===== src/rtl/echo_req_scheduler.sv =====
// Shares one Echo block among NREQ requesters: round-robin request arbitration,
// a tag FIFO recording who asked, and one-at-a-time response routing back to them.
module echo_req_scheduler #(
    parameter  int NREQ      = 4,
    parameter  int DW        = 32,
    parameter  int TAG_DEPTH = 4,
    localparam int TW        = (NREQ > 1) ? $clog2(NREQ) : 1,
    localparam int OW        = (TW + 1 < 3) ? 3 : TW + 1
) (
    input  logic               CLK,
    input  logic               nRST,
    input  logic [NREQ-1:0]    req__ENA,
    input  logic [NREQ*DW-1:0] req_v,
    output logic [NREQ-1:0]    req__RDY,
    output logic [NREQ-1:0]    rsp__ENA,
    output logic [DW-1:0]      rsp_v,
    input  logic [NREQ-1:0]    rsp__RDY,
    output logic               echo_echoReq__ENA,
    output logic [DW-1:0]      echo_echoReq_v,
    input  logic               echo_echoReq__RDY,
    output logic               echo_rule_respond__ENA,
    input  logic               echo_rule_respond__RDY,
    input  logic               echo_ind_echo__ENA,
    input  logic [DW-1:0]      echo_ind_echo_v,
    output logic [OW-1:0]      outstanding,
    output logic               err
);

    localparam int PW = (TAG_DEPTH > 1) ? $clog2(TAG_DEPTH) : 1;
    localparam int CW = $clog2(TAG_DEPTH + 1);

    typedef enum logic [1:0] {
        RSP_IDLE = 2'd0,
        RSP_WAIT = 2'd1,
        RSP_HOLD = 2'd2
    } rsp_state_t;

    rsp_state_t      r_state, w_state_nxt;
    logic [TW-1:0]   r_rr_ptr;
    logic [TW-1:0]   r_tags [TAG_DEPTH];
    logic [PW-1:0]   r_wr_ptr, r_rd_ptr;
    logic [CW-1:0]   r_count;
    logic [TW-1:0]   r_hold_tag;
    logic [DW-1:0]   r_hold_v;
    logic            r_err;

    logic            w_full, w_empty;
    logic [NREQ-1:0] w_cand;
    logic            w_grant_vld;
    logic [TW-1:0]   w_grant_idx;
    logic [TW-1:0]   w_rr_next;
    logic            w_push, w_pop;
    logic            w_fire, w_accept, w_ind_err;

    assign w_full  = (r_count == CW'(TAG_DEPTH));
    assign w_empty = (r_count == '0);
    assign w_cand  = req__ENA & {NREQ{echo_echoReq__RDY & ~w_full}};

    // First candidate at or after the round-robin pointer, wrapping past NREQ-1.
    // NOTE: combinational blocks use blocking assignments and give every output a
    // default first, so no path leaves a value unassigned and no latch is inferred.
    always_comb begin
        w_grant_vld = 1'b0;
        w_grant_idx = '0;
        for (int k = 0; k < NREQ; k++) begin
            if (!w_grant_vld && w_cand[(int'(r_rr_ptr) + k) % NREQ]) begin
                w_grant_vld = 1'b1;
                w_grant_idx = TW'((int'(r_rr_ptr) + k) % NREQ);
            end
        end
    end

    assign req__RDY          = w_grant_vld ? (NREQ'(1) << w_grant_idx) : '0;
    assign echo_echoReq__ENA = |(req__ENA & req__RDY);
    assign echo_echoReq_v    = req_v[int'(w_grant_idx)*DW +: DW];
    assign w_push            = echo_echoReq__ENA;
    assign w_rr_next         = (w_grant_idx == TW'(NREQ - 1)) ? '0 : w_grant_idx + 1'b1;

    // An indication is legal in WAIT, or in the very cycle rule_respond fires.
    assign w_fire    = (r_state == RSP_IDLE) & echo_rule_respond__RDY & ~w_empty;
    assign w_accept  = echo_ind_echo__ENA & ((r_state == RSP_WAIT) | w_fire);
    assign w_ind_err = echo_ind_echo__ENA & ~w_accept;
    assign w_pop     = w_accept;

    // NOTE: sequential state uses non-blocking assignments so every register
    // samples the pre-edge values, independent of statement order.
    always_ff @(posedge CLK) begin
        if (!nRST) r_state <= RSP_IDLE;
        else       r_state <= w_state_nxt;
    end

    always_comb begin
        w_state_nxt = r_state;
        unique case (r_state)
            RSP_IDLE: if (w_fire) w_state_nxt = w_accept ? RSP_HOLD : RSP_WAIT;
            RSP_WAIT: if (w_accept) w_state_nxt = RSP_HOLD;
            RSP_HOLD: if (rsp__RDY[r_hold_tag]) w_state_nxt = RSP_IDLE;
            default:  w_state_nxt = RSP_IDLE;
        endcase
    end

    always_comb begin
        echo_rule_respond__ENA = w_fire;
        rsp__ENA               = (r_state == RSP_HOLD) ? (NREQ'(1) << r_hold_tag) : '0;
        rsp_v                  = r_hold_v;
    end

    // NOTE: the tag array has no reset; occupancy and pointers alone decide
    // which entries are meaningful, so clearing storage would buy nothing.
    always_ff @(posedge CLK) begin
        if (w_push) r_tags[r_wr_ptr] <= w_grant_idx;
    end

    always_ff @(posedge CLK) begin
        if (!nRST) begin
            r_rr_ptr   <= '0;
            r_wr_ptr   <= '0;
            r_rd_ptr   <= '0;
            r_count    <= '0;
            r_hold_tag <= '0;
            r_hold_v   <= '0;
            r_err      <= 1'b0;
        end else begin
            if (w_push) begin
                r_rr_ptr <= w_rr_next;
                r_wr_ptr <= (r_wr_ptr == PW'(TAG_DEPTH - 1)) ? '0 : r_wr_ptr + 1'b1;
            end
            if (w_pop) begin
                r_hold_tag <= r_tags[r_rd_ptr];
                r_hold_v   <= echo_ind_echo_v;
                r_rd_ptr   <= (r_rd_ptr == PW'(TAG_DEPTH - 1)) ? '0 : r_rd_ptr + 1'b1;
            end
            if (w_push && !w_pop)      r_count <= r_count + 1'b1;
            else if (w_pop && !w_push) r_count <= r_count - 1'b1;
            if (w_ind_err) r_err <= 1'b1;
        end
    end

    assign outstanding = OW'(r_count);
    assign err         = r_err;

endmodule


===== config.mk =====
export PLATFORM = sky130hd
export DESIGN_NAME = echo_req_scheduler
export DESIGN_NICKNAME = d
export VERILOG_FILES = /design/src/rtl/echo_req_scheduler.sv
export SDC_FILE = /design/constraint.sdc
export NUM_CORES = 1
export LEC_CHECK = 0
export ABC_AREA = 1
export BUFFER_PORTS_ARGS = -buffer_cell sky130_fd_sc_hd__buf_2
export CAP_MARGIN = 10
export CORE_ASPECT_RATIO = 0.6
export CORE_MARGIN = 2
export CORE_UTILIZATION = 47
export CTS_BUF_LIST = sky130_fd_sc_hd__clkbuf_4
export DETAILED_ROUTE_END_ITERATION = 10
export PLACE_DENSITY = 0.83
export RECOVER_POWER = 100
export SYNTH_ARGS = -nofsm -noshare
export SYNTH_HDL_FRONTEND = slang
export SYNTH_SLANG_ARGS = --single-unit

===== constraint.sdc =====
create_clock -name CLK -period 8 [get_ports CLK]
set_clock_uncertainty 0.15 [all_clocks]
set_input_delay 0.4 -clock CLK [delete_from_list [all_inputs] [get_ports CLK]]
set_output_delay 0.4 -clock CLK [all_outputs]
set_load 0.01 [all_outputs]

# ---- After elaboration in Yosys (flattened, before gate mapping)
# Memories as Yosys holds them, arrays and structs flattened. A register that Yosys moved wholly into a read port is not among the register bits.
# Cells that the tools add are included.
dict set report classes {
  add_sub_neg 8
  n_lt_le_gt_ge 5
  n_eq_ne 9
  n_shift 3
  muxes 35
  n_bitwise 14
  reduce_logical 19
}
# cell count
set ops {}
lappend ops {{variable part select 128 x 8 -> 32 bit} 1}
lappend ops {{2-to-1 mux 2 bit} 11}
lappend ops {{2-to-1 mux 1 bit} 14}
lappend ops {{< comparator 3 x 4 -> 1 bit, second input constant} 3}
lappend ops {{binary-select mux 1 bit (select 2 bit)} 5}
lappend ops {{adder 2 x 1 -> 2 bit, second input constant} 4}
lappend ops {{bitwise AND 4 bit} 2}
lappend ops {{== test 2 bit, second input constant} 4}
lappend ops {{2-to-1 mux 4 bit} 2}
lappend ops {{left shift 1 x 2 -> 4 bit, first input constant} 2}
lappend ops {{logical NOT 1 bit} 6}
lappend ops {{< comparator 2 x 3 -> 1 bit, second input constant} 2}
lappend ops {{2-to-1 mux 3 bit} 2}
lappend ops {{inequality test 2 bit, second input constant} 3}
lappend ops {{one-hot mux 2 bit (3 select lines)} 1}
lappend ops {{OR reduction 2 bit} 3}
lappend ops {{bitwise AND 1 bit} 5}
lappend ops {{logical AND 1 bit} 5}
lappend ops {{adder 2 bit, second input constant} 2}
lappend ops {{OR reduction 4 bit} 1}
lappend ops {{adder 3 x 1 -> 3 bit, second input constant} 1}
lappend ops {{bitwise AND 1 bit, first input constant} 3}
lappend ops {{== test 3 bit, second input constant} 1}
lappend ops {{logical NOT 3 bit} 1}
lappend ops {{7 further kinds} 9}
dict set report totals {
  regBits 44
  ram_bits 8
  in_bits 173
  output_inout_bits 78
  wordCells 101
  memories 1
}
# name words word_bits read_ports rd_ports_with_merged_regs write_ports line_no
set memory_table {}
lappend memory_table {r_tags 4 2 1 1 1 40} ;# logic [TW-1:0] r_tags [TAG_DEPTH];

# ---- Longest topological paths before layout
# Gate-level depths: netlist of the first run.
dict set report depth {
  word_depth 24
  depth_mapped 26
  ltp_nobuf 24
}

# ---- Least setup slack after synthesis of the first run
# OpenSTA, ideal clock, no wires.
dict set report synth_path {
  kind {register to register}
  start {reg r_count[0] (netlist: outstanding[0])}
  end {reg r_count[2] (netlist: outstanding[2])}
  setup_time_ps 70
  arrival_ps 3186
  t_required_ps 7780
  setup_slack_ps 4595
  path_stages_with_launch 27
  path_buffers 2
  synth_period_minus_slack_ps 3405
  path_cell_list {dfxtp_1 nor2_2 nand2_2 nand4_1 nand2_2 o21ai_4 inv_2 nor2_1 nand3b_1 nand2_1 nand2_2 buf_6 buf_6 inv_1 ha_1 nand3_1 nand2_1 nor2_1 inv_1 ha_1 inv_1 fa_1 nor2_1 nor2_1 nand2_1 o21ai_0 a21oi_1}
}
dict set report synth_between {
  elab_chain_cells 23
  word_cells_on_any_way 47
  classes_between {2 x add/sub; 1 x eq/ne; 1 x shift; 22 x mux; 8 x bitwise; 13 x reduce/logical}
}
# element line_no
set synth_rtl {}
lappend synth_rtl {{start: declaration} 42} ;# logic [CW-1:0] r_count;
lappend synth_rtl {{start signal: assignment} 133} ;# if (w_push && !w_pop) r_count <= r_count + 1'b1;
lappend synth_rtl {{start signal: assignment} 134} ;# else if (w_pop && !w_push) r_count <= r_count - 1'b1;
lappend synth_rtl {{== test 3 bit (*)} 55} ;# assign w_full = (r_count == CW'(TAG_DEPTH));
lappend synth_rtl {{inverter 1 bit (*)} 57} ;# assign w_cand = req__ENA & {NREQ{echo_echoReq__RDY & ~w_full}};
lappend synth_rtl {{bitwise AND 1 bit (*)} 57}
lappend synth_rtl {{bitwise AND 4 bit (*)} 57}
lappend synth_rtl {{binary-select mux 1 bit (select 2 bit)} 66} ;# if (!w_grant_vld && w_cand[(int'(r_rr_ptr) + k) % NREQ]) begin
lappend synth_rtl {{2-to-1 mux 1 bit (not written as such)} 66}
lappend synth_rtl {{2-to-1 mux 1 bit} 66}
lappend synth_rtl {{logical NOT 1 bit} 66}
lappend synth_rtl {{[... 8 more ...]} -}
lappend synth_rtl {{via w_grant_idx[0]} 50} ;# logic [TW-1:0] w_grant_idx;
lappend synth_rtl {{left shift 1 x 2 -> 4 bit (*)} 73} ;# assign req__RDY = w_grant_vld ? (NREQ'(1) << w_grant_idx) : '0;
lappend synth_rtl {{2-to-1 mux 4 bit (*)} 73}
lappend synth_rtl {{bitwise AND 4 bit (*)} 74} ;# assign echo_echoReq__ENA = |(req__ENA & req__RDY);
lappend synth_rtl {{OR reduction 4 bit (*)} 74}
lappend synth_rtl {{via echo_echoReq__ENA} 18} ;# output logic echo_echoReq__ENA,
lappend synth_rtl {{logical NOT 1 bit} 134}
lappend synth_rtl {{logical AND 1 bit} 134}
lappend synth_rtl {{nonzero test 2 bit (no line)} -}
# Mark *: on every way through the listed nets, which the timed path passes. The rest lies on a longest branch. The select of a mux whose other input is x is not followed.
# A chain may end at the register's enable or synchronous reset.

# ---- Worst setup path in the final report of the first run
dict set report layout_path {
  start {reg r_rr_ptr[0]}
  end {reg r_count[1] (netlist: outstanding[1])}
}
dict set report layout_between {
  elab_chain_cells 19
  word_cells_on_any_way 37
  classes_between {3 x add/sub; 1 x shift; 21 x mux; 1 x bitwise; 11 x reduce/logical}
}
# element line_no
set layout_rtl {}
lappend layout_rtl {{start: declaration} 39} ;# logic [TW-1:0] r_rr_ptr;
lappend layout_rtl {{start signal: assignment} 125} ;# r_rr_ptr <= w_rr_next;
lappend layout_rtl {{adder 2 x 1 -> 2 bit / binary-select mux 1 bit (select 2 bit) (equally long branches)} {66, 68}}
lappend layout_rtl {{binary-select mux 1 bit (select 2 bit) / 2-to-1 mux 1 bit (equally long branches)} 66}
lappend layout_rtl {{2-to-1 mux 1 bit (not written as such)} 66}
lappend layout_rtl {{2-to-1 mux 1 bit (not written as such) / logical NOT 1 bit (equally long branches)} 66}
lappend layout_rtl {{logical AND 1 bit} 66}
lappend layout_rtl {{2-to-1 mux 1 bit} 66}
lappend layout_rtl {{logical NOT 1 bit} 66}
lappend layout_rtl {{logical AND 1 bit} 66}
lappend layout_rtl {{[... 3 more ...]} -}
lappend layout_rtl {{2-to-1 mux 2 bit} 66}
lappend layout_rtl {{left shift 1 x 2 -> 4 bit} 73}
lappend layout_rtl {{2-to-1 mux 4 bit (*)} 73}
lappend layout_rtl {{bitwise AND 4 bit (*)} 74}
lappend layout_rtl {{OR reduction 4 bit (*)} 74}
lappend layout_rtl {{logical NOT 1 bit} 134}
lappend layout_rtl {{logical AND 1 bit} 134}
lappend layout_rtl {{nonzero test 2 bit (no line)} -}
# Mark *: on every way between the ends. The rest lies on a longest branch, timed or not. The select of a mux whose other input is x is not followed.

==> flow_summary.toml, run 1 <==
[status]
outcome = "finished, final reports clean"

[setup_path]
cp.required_ns = 8.13
crit_family = "simple AND/OR/NAND/NOR gates"
cp_slowest_stage_delay_ns = 0.57
rr_startpoint = "r_rr_ptr[0]$_SDFFE_PN0P_"
path_class = "flip-flop to flip-flop"
cp-start-kind = "flip-flop"
cp_num_buf_inv = 6
worstPathCellList = "inv_1 > nand4_1 > nand2_1 > o21ai_0 > inv_2 > nor2_1 > nand3b_1 > nand2_2 > buf_4 > nand2_1 > buf_4 > ha_1 > nand3_1 > nand2_1 > nor2_1 > inv_1 > ha_1 > inv_1 > fa_1 > o21ai_0 > a21oi_1"
critPathMaxFanout = 66
cp-end-kind = "flip-flop"
startpoint = "r_rr_ptr[0]$_SDFFE_PN0P_"
cp.arrival_ns = 5.50
crit_path_top_delay_cell = "nor2_1"

[synth]
synth_seq_cells = 54
syn_inst = 644
synthFlopType = "dfxtp_1"
synth.top_cell.area_share_pct = 22.5
ys_types = 28
synth-edff-count = 8
yosys.area.top_type = "dfxtp_1"
syn_nets = 828
yosysWarningCount = 0
synthTopCellsByArea = "dfxtp_1, nand3b_1, nand2_1, nand3_1, nor2_1"
avgSynthCellArea_sq_um = 6.34
syn_area_sq_mm = 0.00408
synthArstFlopShare_pct = 0
yosysSeqAreaShare_pct = 28.4

[global_routing]
grt_usage_pct = 23.9
grt_pass1_vias = 4048
grt_pass1_wl_um = 19300
grt_max_degree = 67
antenna_found_initial = 0
grt_overflow = 0

[cells_and_area]
fin_nets = 1049
synthToLayoutAreaGrowth_pct = 28.0
num_antenna_cells = 0
multiInputGateArea_sq_mm = 0.00229
layout_commonest_cell = "buf_2"
fillers = 865
final_cell_mix = "buf_2, nand2_1, nor2_1"
regArea_sq_mm = 0.00116
fin_area_sq_mm = 0.00523
drive_gt1_share_pct = 22.3

[place]
port_buffers = 250
placedInstanceArea_sq_mm = 0.00526
hpwlAfterDp_um = 9090
place_congestion = 0.884

[drt]
firstDrtPassIters = 4
wl_um = 12000
ant_nets = 0
route.detailed.drc = 0
drtIter0Drc = 323
num_vias = 4774
wl_per_cell_um = 12.3
vias_per_cell = 4.88

[timing]
setup_viol = 0
finalSetupTns_ns = 0
final_hold_viol_count = 0
slew_headroom_pct = 19.9
tightest_slew_ns = 1.20
final_max_slew_viol_count = 0
max_freq_ghz = 0.186
rsz0062_at_grt = "false"
period_minus_slack_ns = 5.37
timing.final.crit_share_pct = 67.1

[die]
ios = 251
die_height_um = 76.2
die-area_sq_mm = 0.00948
initial_core_util_pct = 48.3
row_count = 26
core_area_sq_mm = 0.00846
die_x_um = 124

[clocking]
cts_resized = 0
cts.sinks = 54
cts_setup_buffers = 0
root_buffer = "clkbuf_4"
cts_buffer_depth = 2
clkSlewWorstSetupHoldPaths_ns = 0.16
tritoncts = "done"
clock_latency_ns = 0.37
htree_levels = 2
cts-buffers-inserted = 5
postCtsHoldBufs = 0

[power_and_ir_drop]
pwr-share-comb_pct = 75.6
powerDensity_mw_per_mm2 = 468
p_int_mw = 1.06
power.switching_mw = 1.39
ir_drop_mv = 0.462
clockPowerShare_pct = 6.4
power_frac_seq_pct = 18.0
leakage_nw = 2.77
p_sw_share_pct = 56.8

[job]
cap_violations = 0

[min_path]
hp-start = "echo_ind_echo_v[21]"
hold_class = "input pin to flip-flop"
through the flow:
stage / power (mW) / std cells / setup WS (ns) / hold slack, ns / utilization (%)
after CTS: 2.53 / 978 / 3.09 / 0.0885 / 63.2
after detailed placement: 2.37 / 970 / 3.11 / 0.316 / 62.2
final: 2.45 / 978 / 2.63 / 0.115 / 61.8
after global routing: 2.71 / 978 / 2.08 / 0.0906 / 61.8
after floorplan: 1.88 / 644 / 4.59 / 0.348 / -
after global placement: 2.35 / 970 / 3.31 / 0.296 / 62.2
metal layers:
metal	vias to the layer above	routed length (um)	track usage, %
met5	-	0	0
met4	0	208	4.94
met3	24	837	4.07
met2	181	5110	35.6
met1	2073	5850	36.0
li1	2496	-	-
flip-flops by register name (all words and copies together) (netlist names), 2 cells and up:
| signal | count |
|---|---|
| rsp_v | 32 |
| r_rd_ptr | 2 |
| r_state | 2 |
| r_hold_tag | 2 |
| r_tags | 8 |
| outstanding | 3 |
| r_wr_ptr | 2 |
| r_rr_ptr | 2 |
final cells by class:
cell class | instances | area share, %
Inverter | 96 | 6.89
Multi-Input combinational cell | 453 | 43.8
Clock inverter | 2 | 0.694
Tap cell | 112 | 2.68
Timing Repair Buffer | 255 | 22.8
Clock buffer | 6 | 0.862
Sequential cell | 54 | 22.2
cells by family after synthesis:
logic type / Yosys count / share of synthesized area [%]
AO/OA/AOI/OAI: 57 / 7.60
buffers and inverters: 137 / 15.0
flip-flops: 54 / 28.4
adder cells (fa/ha/maj): 11 / 3.55
XOR/XNOR: 2 / 0.613
AND/OR/NAND/NOR: 383 / 44.8
tightest hold or removal path: stages:
cell     delay, ns
buf_2         0.07
o21ai_0       0.07
nor2_1        0.08
power by group through the flow:
stage | Combinational (mW) | Sequential (mW) | Clock, mW
after floorplan | 1.42 | 0.465 | 0
after global placement | 1.91 | 0.444 | 0
after detailed placement | 1.92 | 0.447 | 0
after CTS | 1.93 | 0.440 | 0.162
after global routing | 2.08 | 0.454 | 0.175
final | 1.85 | 0.442 | 0.156
cell usage after synthesis (10+ instances only):
library cell	number
o21ai_0	41
inv_1	92
buf_2	14
nand2_1	118
dfxtp_1	46
ha_1	10
a21oi_1	10
clkbuf_1	11
nand3_1	83
nand4_1	10
buf_6	10
nor2_1	98
nand3b_1	65
path summary, 6_finish.rpt:
kind | end | slack (ns) | depth (start not counted)
max | outstanding[1]$_SDFFE_PN0P_ | 2.63 | 21
min | rsp_v[21]$_SDFFE_PN0P_ | 0.11 | 3
max reg2reg | outstanding[1]$_SDFFE_PN0P_ | 2.63 | 21
min reg2reg | rsp_v[23]$_SDFFE_PN0P_ | 0.35 | 2
Note: power is estimated with default switching activity, not from simulation.
==> run 2: changes to the inputs <==
- CORE_UTILIZATION: 47 -> 41
- PLACE_DENSITY: 0.83 -> 0.76
- clock period: 8 -> 4.61 ns (I/O delays scaled with it)
==> run 2 against run 1 <==
Clock-buffer cell count down 1. First-iteration DRC count increased by 11%. Hold slack got worse by 0.068 ns. Global-route usage shrank 2.5 points. Cell count up 5.9%. Routed wire length is 6.5% higher. Maximum frequency grew 36%. Flip-flop and latch count unchanged. Sequential share of layout area is 1.4 points lower. Non-clock buffer count is 35 higher. Core utilization shrank 4.8 points.
==> flow_summary.toml, run 2 (same netlist as run 1, synthesis figures left out) <==
[status]
outcome = "finished, final reports clean"

[cells_and_area]
layout_commonest_cell = "buf_2"
fin_area_sq_mm = 0.00557
largest_reg_flops = 32
num_antenna_cells = 0
final_cell_mix = "buf_2, nand2_1, nor2_1"
synthToLayoutAreaGrowth_pct = 36.4
fin_nets = 1084
drive_gt1_share_pct = 21.3

[setup_path]
critPathMostFrequentCell = "nor2_1"
worstRegToRegCells = 26
crit_path_top_delay_cell = "dfxtp_1"
critPathMaxFanout = 22
cp_num_buf_inv = 6
rr_startpoint = "outstanding[0]$_SDFFE_PN0P_"
cp.required_ns = 4.77
path_class = "flip-flop to flip-flop"
startpoint = "outstanding[0]$_SDFFE_PN0P_"
cp_slowest_stage_delay_ns = 0.38
regToRegEndpoint = "outstanding[2]$_SDFFE_PN0P_"
endpoint = "outstanding[2]$_SDFFE_PN0P_"
cp-end-kind = "flip-flop"
r2r_setup_slack_ns = 0.68
cp-start-kind = "flip-flop"
cp.arrival_ns = 4.10
crit_family = "simple AND/OR/NAND/NOR gates"
cp_num_cells = 26

[clocking]
cts_buffer_depth = 2
clock_latency_ns = 0.37
htree_levels = 2
cts_resized = 0
clkSlewWorstSetupHoldPaths_ns = 0.15
cts.sinks = 54
tritoncts = "done"
root_buffer = "clkbuf_4"
cts-buffers-inserted = 5

[min_path]
hold_class = "input pin to flip-flop"

[drt]
wl_um = 12800
drtIter0Drc = 360
wl_per_cell_um = 12.3
route.detailed.drc = 0
vias_per_cell = 4.72
ant_nets = 0
firstDrtPassIters = 5
num_vias = 4885

[place]
hpwlAfterDp_um = 9110
port_buffers = 250
placedInstanceArea_sq_mm = 0.00531
place_congestion = 0.866

[global_routing]
grt_pass1_vias = 3920
grt_pass1_wl_um = 19100
grt_overflow = 0
antenna_found_initial = 0
grt_max_degree = 66
grt_usage_pct = 21.3

[timing]
timing.final.crit_share_pct = 85.3
slew_headroom_pct = 12.3
finalSetupTns_ns = 0
setup_viol = 0
final_hold_viol_count = 0
rsz0062_at_grt = "false"
period_minus_slack_ns = 3.93
final_max_slew_viol_count = 0
tightest_slew_ns = 1.31
max_freq_ghz = 0.254
worst_hold_slack_ns = 0.0464

[die]
core_area_sq_mm = 0.00977
die_height_um = 81.3
row_count = 28
die_x_um = 133
ios = 251
die-area_sq_mm = 0.0108
initial_core_util_pct = 41.8

[power_and_ir_drop]
power_mw = 4.26
powerDensity_mw_per_mm2 = 764
ir_drop_mv = 0.822
leakage_nw = 2.90

[job]
cap_violations = 0
run 2: power by group:
part           total [mW]  switching, mW  leakage, nW  internal [mW]
Clock               0.201          0.146       0.0304         0.0554
Sequential          0.765         0.0993        0.452          0.666
Combinational        3.29           2.20         2.42           1.09
run 2: how the worst min path moves through the flow:
stage,slack [ns],cells after the start,from,endpoint
floorplan,0.22,2,nRST,outstanding[1]$_SDFFE_PN0P_
global placement,0.30,1,err$_SDFFE_PN0P_,err$_SDFFE_PN0P_
detailed placement,0.31,1,err$_SDFFE_PN0P_,err$_SDFFE_PN0P_
CTS,0.01,4,echo_ind_echo__ENA,r_state[0]$_SDFFE_PN0P_
global route,0.04,4,rsp__RDY[0],r_state[1]$_SDFFE_PN0P_
finish,0.05,4,echo_ind_echo__ENA,r_state[0]$_SDFFE_PN0P_
run 2: worst reg2reg max path, cell delays in order (launching register included):
cell	delay [ns]
dfxtp_1	0.38
nor2_1	0.15
nand2_1	0.18
nand4_1	0.15
nand2_1	0.14
o21ai_4	0.21
inv_2	0.04
nor2_1	0.12
nand3b_1	0.12
nor2_1	0.12
nor2_2	0.06
buf_4	0.21
inv_1	0.12
ha_1	0.19
nand3_1	0.09
nand2_1	0.10
nor2_1	0.05
buf_4	0.16
inv_1	0.10
ha_1	0.15
inv_1	0.07
fa_1	0.38
nor2_1	0.11
nor2_1	0.04
nand2_1	0.06
o21ai_0	0.07
a21oi_1	0.14
run 2: layout make-up:
| type | instances | area, sq um |
|---|---|---|
| fillers | 988 | 4200 |
| multi-input cells | 453 | 2300 |
| repair buffers | 290 | 1530 |
| flip-flops and latches | 54 | 1160 |
| inverters | 96 | 360 |
| well taps | 135 | 169 |
| clock buffers | 5 | 37.5 |
| clock inverters | 3 | 11.3 |
run 2: metal layers:
metal	part of all wire, %	track usage [%]	up-vias
met4	1.4	4.30	0
met5	0	0	-
met3	5.6	4.00	16
li1	-	-	2559
met2	46	34.2	159
met1	47	30.1	2151
run 2: metrics by stage:
step | worst slack, ns | utilization (%) | instances
3_3_place_gp | 0.985 | 54.4 | 996
5_1_grt | 0.234 | 57.0 | 1036
4_1_cts | 0.824 | 58.1 | 1036
2_1_floorplan | 1.20 | - | 644
3_5_place_dp | 0.867 | 54.4 | 996
6_report | 0.678 | 57.0 | 1036
run 2: repair_timing:
item	4_1_cts	5_1_grt
endpoints found under the hold margin	32	0
buffers inserted	0	0
hold buffers	32	0
